==> src/rtl/muldiv_seq.sv <==
// muldiv_seq: EX-stage sequencer that issues one HI/LO op to multiplier_ip/divider_ip, stalls until done, holds the result until EX advances
// Ports:
//   clk, rst (async, active-low)
//   req_mul/req_div/req_sign/req_mode/req_srca/req_srcb/req_hi/req_lo : EX request and operands
//   ex_advance, flush : pipeline control
//   mul_start/div_start, u_sign/u_mode/u_srca/u_srcb/u_hi/u_lo : start pulse and latched operands to the units
//   mul_done/div_done, mul_hi/mul_lo/div_hi/div_lo : unit results
//   stall, res_valid, res_hi/res_lo, busy, timeout_err : status and result back to the pipeline
module muldiv_seq #(
  parameter int TIMEOUT = 64
) (
  input  logic        clk,
  input  logic        rst,
  input  logic        req_mul,
  input  logic        req_div,
  input  logic        req_sign,
  input  logic [1:0]  req_mode,
  input  logic [31:0] req_srca,
  input  logic [31:0] req_srcb,
  input  logic [31:0] req_hi,
  input  logic [31:0] req_lo,
  input  logic        ex_advance,
  input  logic        flush,
  output logic        mul_start,
  output logic        div_start,
  output logic        u_sign,
  output logic [1:0]  u_mode,
  output logic [31:0] u_srca,
  output logic [31:0] u_srcb,
  output logic [31:0] u_hi,
  output logic [31:0] u_lo,
  input  logic        mul_done,
  input  logic        div_done,
  input  logic [31:0] mul_hi,
  input  logic [31:0] mul_lo,
  input  logic [31:0] div_hi,
  input  logic [31:0] div_lo,
  output logic        stall,
  output logic        res_valid,
  output logic [31:0] res_hi,
  output logic [31:0] res_lo,
  output logic        busy,
  output logic        timeout_err
);
  typedef enum logic [2:0] {IDLE, ISSUE, WAIT, DONE, DRAIN} state_t;
  state_t      state_q, state_d;
  logic        div_q, div_d;
  logic        sign_q, sign_d;
  logic [1:0]  mode_q, mode_d;
  logic [31:0] srca_q, srca_d, srcb_q, srcb_d, hi_q, hi_d, lo_q, lo_d;
  logic [31:0] res_hi_q, res_hi_d, res_lo_q, res_lo_d;
  logic [7:0]  wd_q, wd_d;
  logic        req, done_sel, waiting, wd_hit, latch, capture;
  assign req      = req_mul | req_div;
  // only the unit this op was issued to can complete it
  assign done_sel = div_q ? div_done : mul_done;
  assign waiting  = state_q == WAIT || state_q == DRAIN;
  // a done arriving on the last allowed cycle still wins over the watchdog
  assign wd_hit   = waiting && wd_q == 8'(TIMEOUT - 1) && !done_sel;
  assign latch    = state_q == IDLE && req && !flush;
  assign capture  = state_q == WAIT && done_sel && !flush;
  always_ff @(posedge clk or negedge rst) begin
    if (!rst) begin
      state_q  <= IDLE;
      div_q    <= 1'b0;
      sign_q   <= 1'b0;
      mode_q   <= 2'd0;
      srca_q   <= '0;
      srcb_q   <= '0;
      hi_q     <= '0;
      lo_q     <= '0;
      res_hi_q <= '0;
      res_lo_q <= '0;
      wd_q     <= '0;
    end else begin
      state_q  <= state_d;
      div_q    <= div_d;
      sign_q   <= sign_d;
      mode_q   <= mode_d;
      srca_q   <= srca_d;
      srcb_q   <= srcb_d;
      hi_q     <= hi_d;
      lo_q     <= lo_d;
      res_hi_q <= res_hi_d;
      res_lo_q <= res_lo_d;
      wd_q     <= wd_d;
    end
  end
  always_comb begin
    state_d = state_q;
    case (state_q)
      IDLE:    state_d = latch ? ISSUE : IDLE;
      ISSUE:   state_d = flush ? DRAIN : WAIT;
      WAIT:    state_d = done_sel ? (flush ? IDLE : DONE) : wd_hit ? IDLE : flush ? DRAIN : WAIT;
      DONE:    state_d = (ex_advance || flush) ? IDLE : DONE;
      DRAIN:   state_d = (done_sel || wd_hit) ? IDLE : DRAIN;
      default: state_d = IDLE;
    endcase
  end
  always_comb begin
    div_d    = latch ? req_div  : div_q;
    sign_d   = latch ? req_sign : sign_q;
    mode_d   = latch ? req_mode : mode_q;
    srca_d   = latch ? req_srca : srca_q;
    srcb_d   = latch ? req_srcb : srcb_q;
    hi_d     = latch ? req_hi   : hi_q;
    lo_d     = latch ? req_lo   : lo_q;
    res_hi_d = capture ? (div_q ? div_hi : mul_hi) : res_hi_q;
    res_lo_d = capture ? (div_q ? div_lo : mul_lo) : res_lo_q;
    wd_d     = state_q == ISSUE ? 8'd0 : (waiting && wd_q != 8'hFF) ? wd_q + 8'd1 : wd_q;
  end
  always_comb begin
    mul_start   = state_q == ISSUE && !div_q;
    div_start   = state_q == ISSUE && div_q;
    u_sign      = sign_q;
    u_mode      = mode_q;
    u_srca      = srca_q;
    u_srcb      = srcb_q;
    u_hi        = hi_q;
    u_lo        = lo_q;
    // gated by rst so the pipeline sees no stall while the block is held in reset
    stall       = rst && req && !flush && state_q != DONE;
    res_valid   = state_q == DONE;
    res_hi      = res_hi_q;
    res_lo      = res_lo_q;
    busy        = state_q == ISSUE || waiting;
    timeout_err = wd_hit;
  end
endmodule

==> config.mk <==
export PLATFORM = sky130hd
export DESIGN_NAME = muldiv_seq
export DESIGN_NICKNAME = d
export VERILOG_FILES = /design/src/rtl/muldiv_seq.sv
export SDC_FILE = /design/constraint.sdc
export NUM_CORES = 1
export LEC_CHECK = 0
export ABC_AREA = 1
export CAP_MARGIN = 10
export CELL_PAD_IN_SITES_DETAIL_PLACEMENT = 1
export CELL_PAD_IN_SITES_GLOBAL_PLACEMENT = 2
export CORE_MARGIN = 1.5
export CORE_UTILIZATION = 23
export DETAILED_ROUTE_END_ITERATION = 12
export GPL_TIMING_DRIVEN = 1
export PLACE_DENSITY_LB_ADDON = 0.12
export SETUP_SLACK_MARGIN = 0.5
export SYNTH_ARGS = -nofsm -noshare
export SYNTH_HDL_FRONTEND = slang
export SYNTH_SLANG_ARGS = --single-unit
==> constraint.sdc <==
create_clock -name clk -period 2.3 [get_ports clk]
set_input_delay 0.345 -clock clk [delete_from_list [all_inputs] [get_ports clk]]
set_output_delay 0.345 -clock clk [all_outputs]
set_load 0.03 [all_outputs]
==> flow_metrics.env <==
export IMPL_fin_util_pct=39.4
export IMPL_yosysWarnings=0
export IMPL_dp_hpwl_um=25300
export IMPL_powerDensity_nw_per_um2=1350
export IMPL_viasPerCell=4.07
export IMPL_drt_iter0_drc=348
export IMPL_maxCapViolCount=0
export IMPL_cpMaxStageDelayCell="dfrtp_2"
export IMPL_p_total_mw=20.7
export IMPL_tightest_slew_ns=0.703
export IMPL_register_area_um2=5180
export IMPL_slew_violations=0
export IMPL_grt_pass1_vias=9152
export IMPL_place_congestion=0.740
export IMPL_drt_total_wl_um=34700
export IMPL_area_growth_pct=68.4
export IMPL_synth_xor_area_share_pct=0.385
export IMPL_synth_top_family_by_area="simple AND/OR/NAND/NOR gates"
export IMPL_yosys_mux_area_fraction_pct=0
export IMPL_io_buffers=467
export IMPL_synthesis_nets=1409
export IMPL_min_period_ns=1.97
export IMPL_synth_compound_area_share_pct=11.0
export IMPL_crit_buf_inv=2
export IMPL_outcome="complete, no violations"
export IMPL_final_cells=2159
export IMPL_setup_viol=0
export IMPL_dp_cells=2087
export IMPL_min_path_type="in -> reg"
export IMPL_synth_area_per_cell_um2=7.97
export IMPL_crit_path_max_incr_delay_ns=0.43
export IMPL_vias=8796
export IMPL_startpoint="state_q[1]$_DFF_PN0_"
export IMPL_hold_viol=0
export IMPL_seq_area_frac_synth_pct=57.0
export IMPL_yosys_area_share_simple_pct=19.6
export IMPL_multi_input_area_um2=2970
export IMPL_dp_slack_ns=0.261
export IMPL_holdWs_ns=0.353
export IMPL_wl_per_cell_um=16.1
export IMPL_path_class="reg -> out"
export IMPL_crit_arrival_ns=1.63
export IMPL_relSlewSlack_pct=53.1
export IMPL_placed_area_um2=14400
export IMPL_grt_antenna_before_repair=4
export IMPL_clk_pin_slew_ns=0.06
export IMPL_ir_drop_mv=0.760
export IMPL_cts_tree="yes"
export IMPL_finalCritPeriodShare_pct=85.8
export IMPL_grt_max_degree=124
export IMPL_totalNegativeSetupSlack_ns=0
export IMPL_endpoint_kind="output port"
export IMPL_p_leak_nw=7.93
export IMPL_fin_skew_ns=0.0144
export IMPL_die_w_um=202
export IMPL_cts_buffer_depth=3
export IMPL_core_area_um2=38800
export IMPL_syn_inst=1141
export IMPL_crit_fanout=4
export IMPL_die_h_um=202
export IMPL_min_delay_start="req_srcb[10]"
export IMPL_cp_cell_sequence="buf_4 > nand3_4 > nand2_4 > nand3_2 > nor2_1 > buf_4"
export IMPL_cp_top_family="flip-flops"
export IMPL_stdcell_area_um2=15300
export IMPL_layout_drive_gt1_share_pct=6.96
export IMPL_io_pins=468
export IMPL_antenna_left=0
export IMPL_cts_htree_levels=1
export IMPL_cts_root_buf="clkbuf_16"
export IMPL_firstDrtPassIters=4
export IMPL_crit_required_ns=1.96
export IMPL_insertion_delay_ns=0.55
export IMPL_grt_pass1_wl_um=54000
export IMPL_synth_seq_cells=207
export IMPL_fillerInstances=4593
export IMPL_fin_ws_ns=0.326
export IMPL_rows=72
export IMPL_critPathMostFrequentCell="buf_4"
export IMPL_overflow=0
export IMPL_finalNetCount=1887
export IMPL_rsz0062_at_grt="true"
export IMPL_drcViolationCount=0
export IMPL_fmax_mhz=507
export IMPL_cp_start_kind="flip-flop"
export IMPL_clkSinkCount=207
export IMPL_r2r_start="state_q[1]$_DFF_PN0_"
export IMPL_grt_use_total_pct=16.8
export IMPL_ys_types=20
export IMPL_dieArea_um2=40700
export IMPL_cts_buffers=27
export IMPL_start_util_pct=23.4
export IMPL_synth_area_um2=9090
export IMPL_synth_fa_ha_area_share_pct=0.138
==> cell usage after synthesis <==
library cell	number	area share, %
or2_2	1	0.069
o21ai_0	197	11
nand3b_1	2	0.17
nand3_1	16	0.88
nor2_1	16	0.66
ha_1	1	0.14
a21oi_1	2	0.11
nor3_2	1	0.11
nor3_1	3	0.17
nand2_1	421	17
buf_4	8	0.66
clkbuf_1	12	0.50
dfrtp_1	207	57
o21ai_2	1	0.096
inv_2	1	0.041
nand4_1	1	0.069
buf_2	37	2.0
xor2_1	4	0.39
inv_1	209	8.6
nand3_2	1	0.11
==> path summary, 6_finish.rpt <==
path	depth (start not counted)	to	slack, ns
setup / recovery	6	timeout_err	0.33
hold / removal	3	u_srcb[10]$_DFFE_PN0N_	0.35
setup reg to reg	6	u_srca[16]$_DFFE_PN0N_	0.56
hold reg to reg	2	u_hi[22]$_DFFE_PN0N_	0.48
max in group asynchronous	3	u_lo[10]$_DFFE_PN0N_	1.11
min in group asynchronous	3	u_srcb[15]$_DFFE_PN0N_	0.61
==> final cells by class <==
cell class,count,share of cell area (%)
Clock buffer,39,5.16
Inverter,210,5.16
Tap cell,518,4.23
Clock inverter,9,0.580
Antenna cell,3,0.0490
Multi-Input combinational cell,667,19.4
Timing Repair Buffer,506,31.6
Sequential cell,207,33.9
==> where the power goes <==
group,internal (mW),switching (mW)
Combinational,3.31,6.92
Clock,2.50,1.68
Sequential,5.39,0.885
==> tightest hold or removal path: stages <==
cell	delay, ns
clkdlybuf4s50_1	0.39
inv_1	0.05
o21ai_0	0.07
==> cell usage in the layout (no fill, tap or decap), drive strengths merged <==
master         count
nand2            421
xor2               4
buf               43
a21oi              2
dfrtp            207
diode              3
clkinv             7
o21ai            198
or2                1
nand3             17
dlygate4sd2      195
nor3               4
nor2              16
bufinv             1
clkdlybuf4s50    265
nand3b             2
clkbuf            41
nand4              1
dlygate4sd3        1
ha                 1
inv              211
==> registers in the layout, indices dropped and copies added (netlist names) <==
register,flops
u_lo,32
u_hi,32
div_q,1
res_hi,32
u_mode,2
state_q,3
u_srcb,32
res_lo,32
wd_q,8
u_srca,32
u_sign,1
==> layer usage <==
| metal | vias to the layer above | wire (um) | global-route usage [%] |
|---|---|---|---|
| met1 | 4125 | 14100 | 19.8 |
| met5 | - | 13 | 0 |
| met3 | 45 | 2260 | 4.39 |
| met4 | 2 | 669 | 4.24 |
| li1 | 4393 | - | - |
| met2 | 231 | 17700 | 30.1 |
==> kinds of logic (layout without fill, tap and decap cells) <==
family / count (synthesis) / count (layout)
buf+inv: 267 / 764
fa+ha+maj: 1 / 1
xor+xnor: 4 / 4
compound gates: 200 / 200
other cells: 0 / 3
flops: 207 / 207
simple gates: 462 / 462
==> what timing repair did <==
action	CTS	global route
endpoints found under the hold margin	111	0
resized for setup	229	29
hold buffers	1	0
gates cloned	0	1
endpoints found under the setup margin	201	25
setup buffers	9	10
pin swaps	4	5
Power figures use the tool's default switching activity.
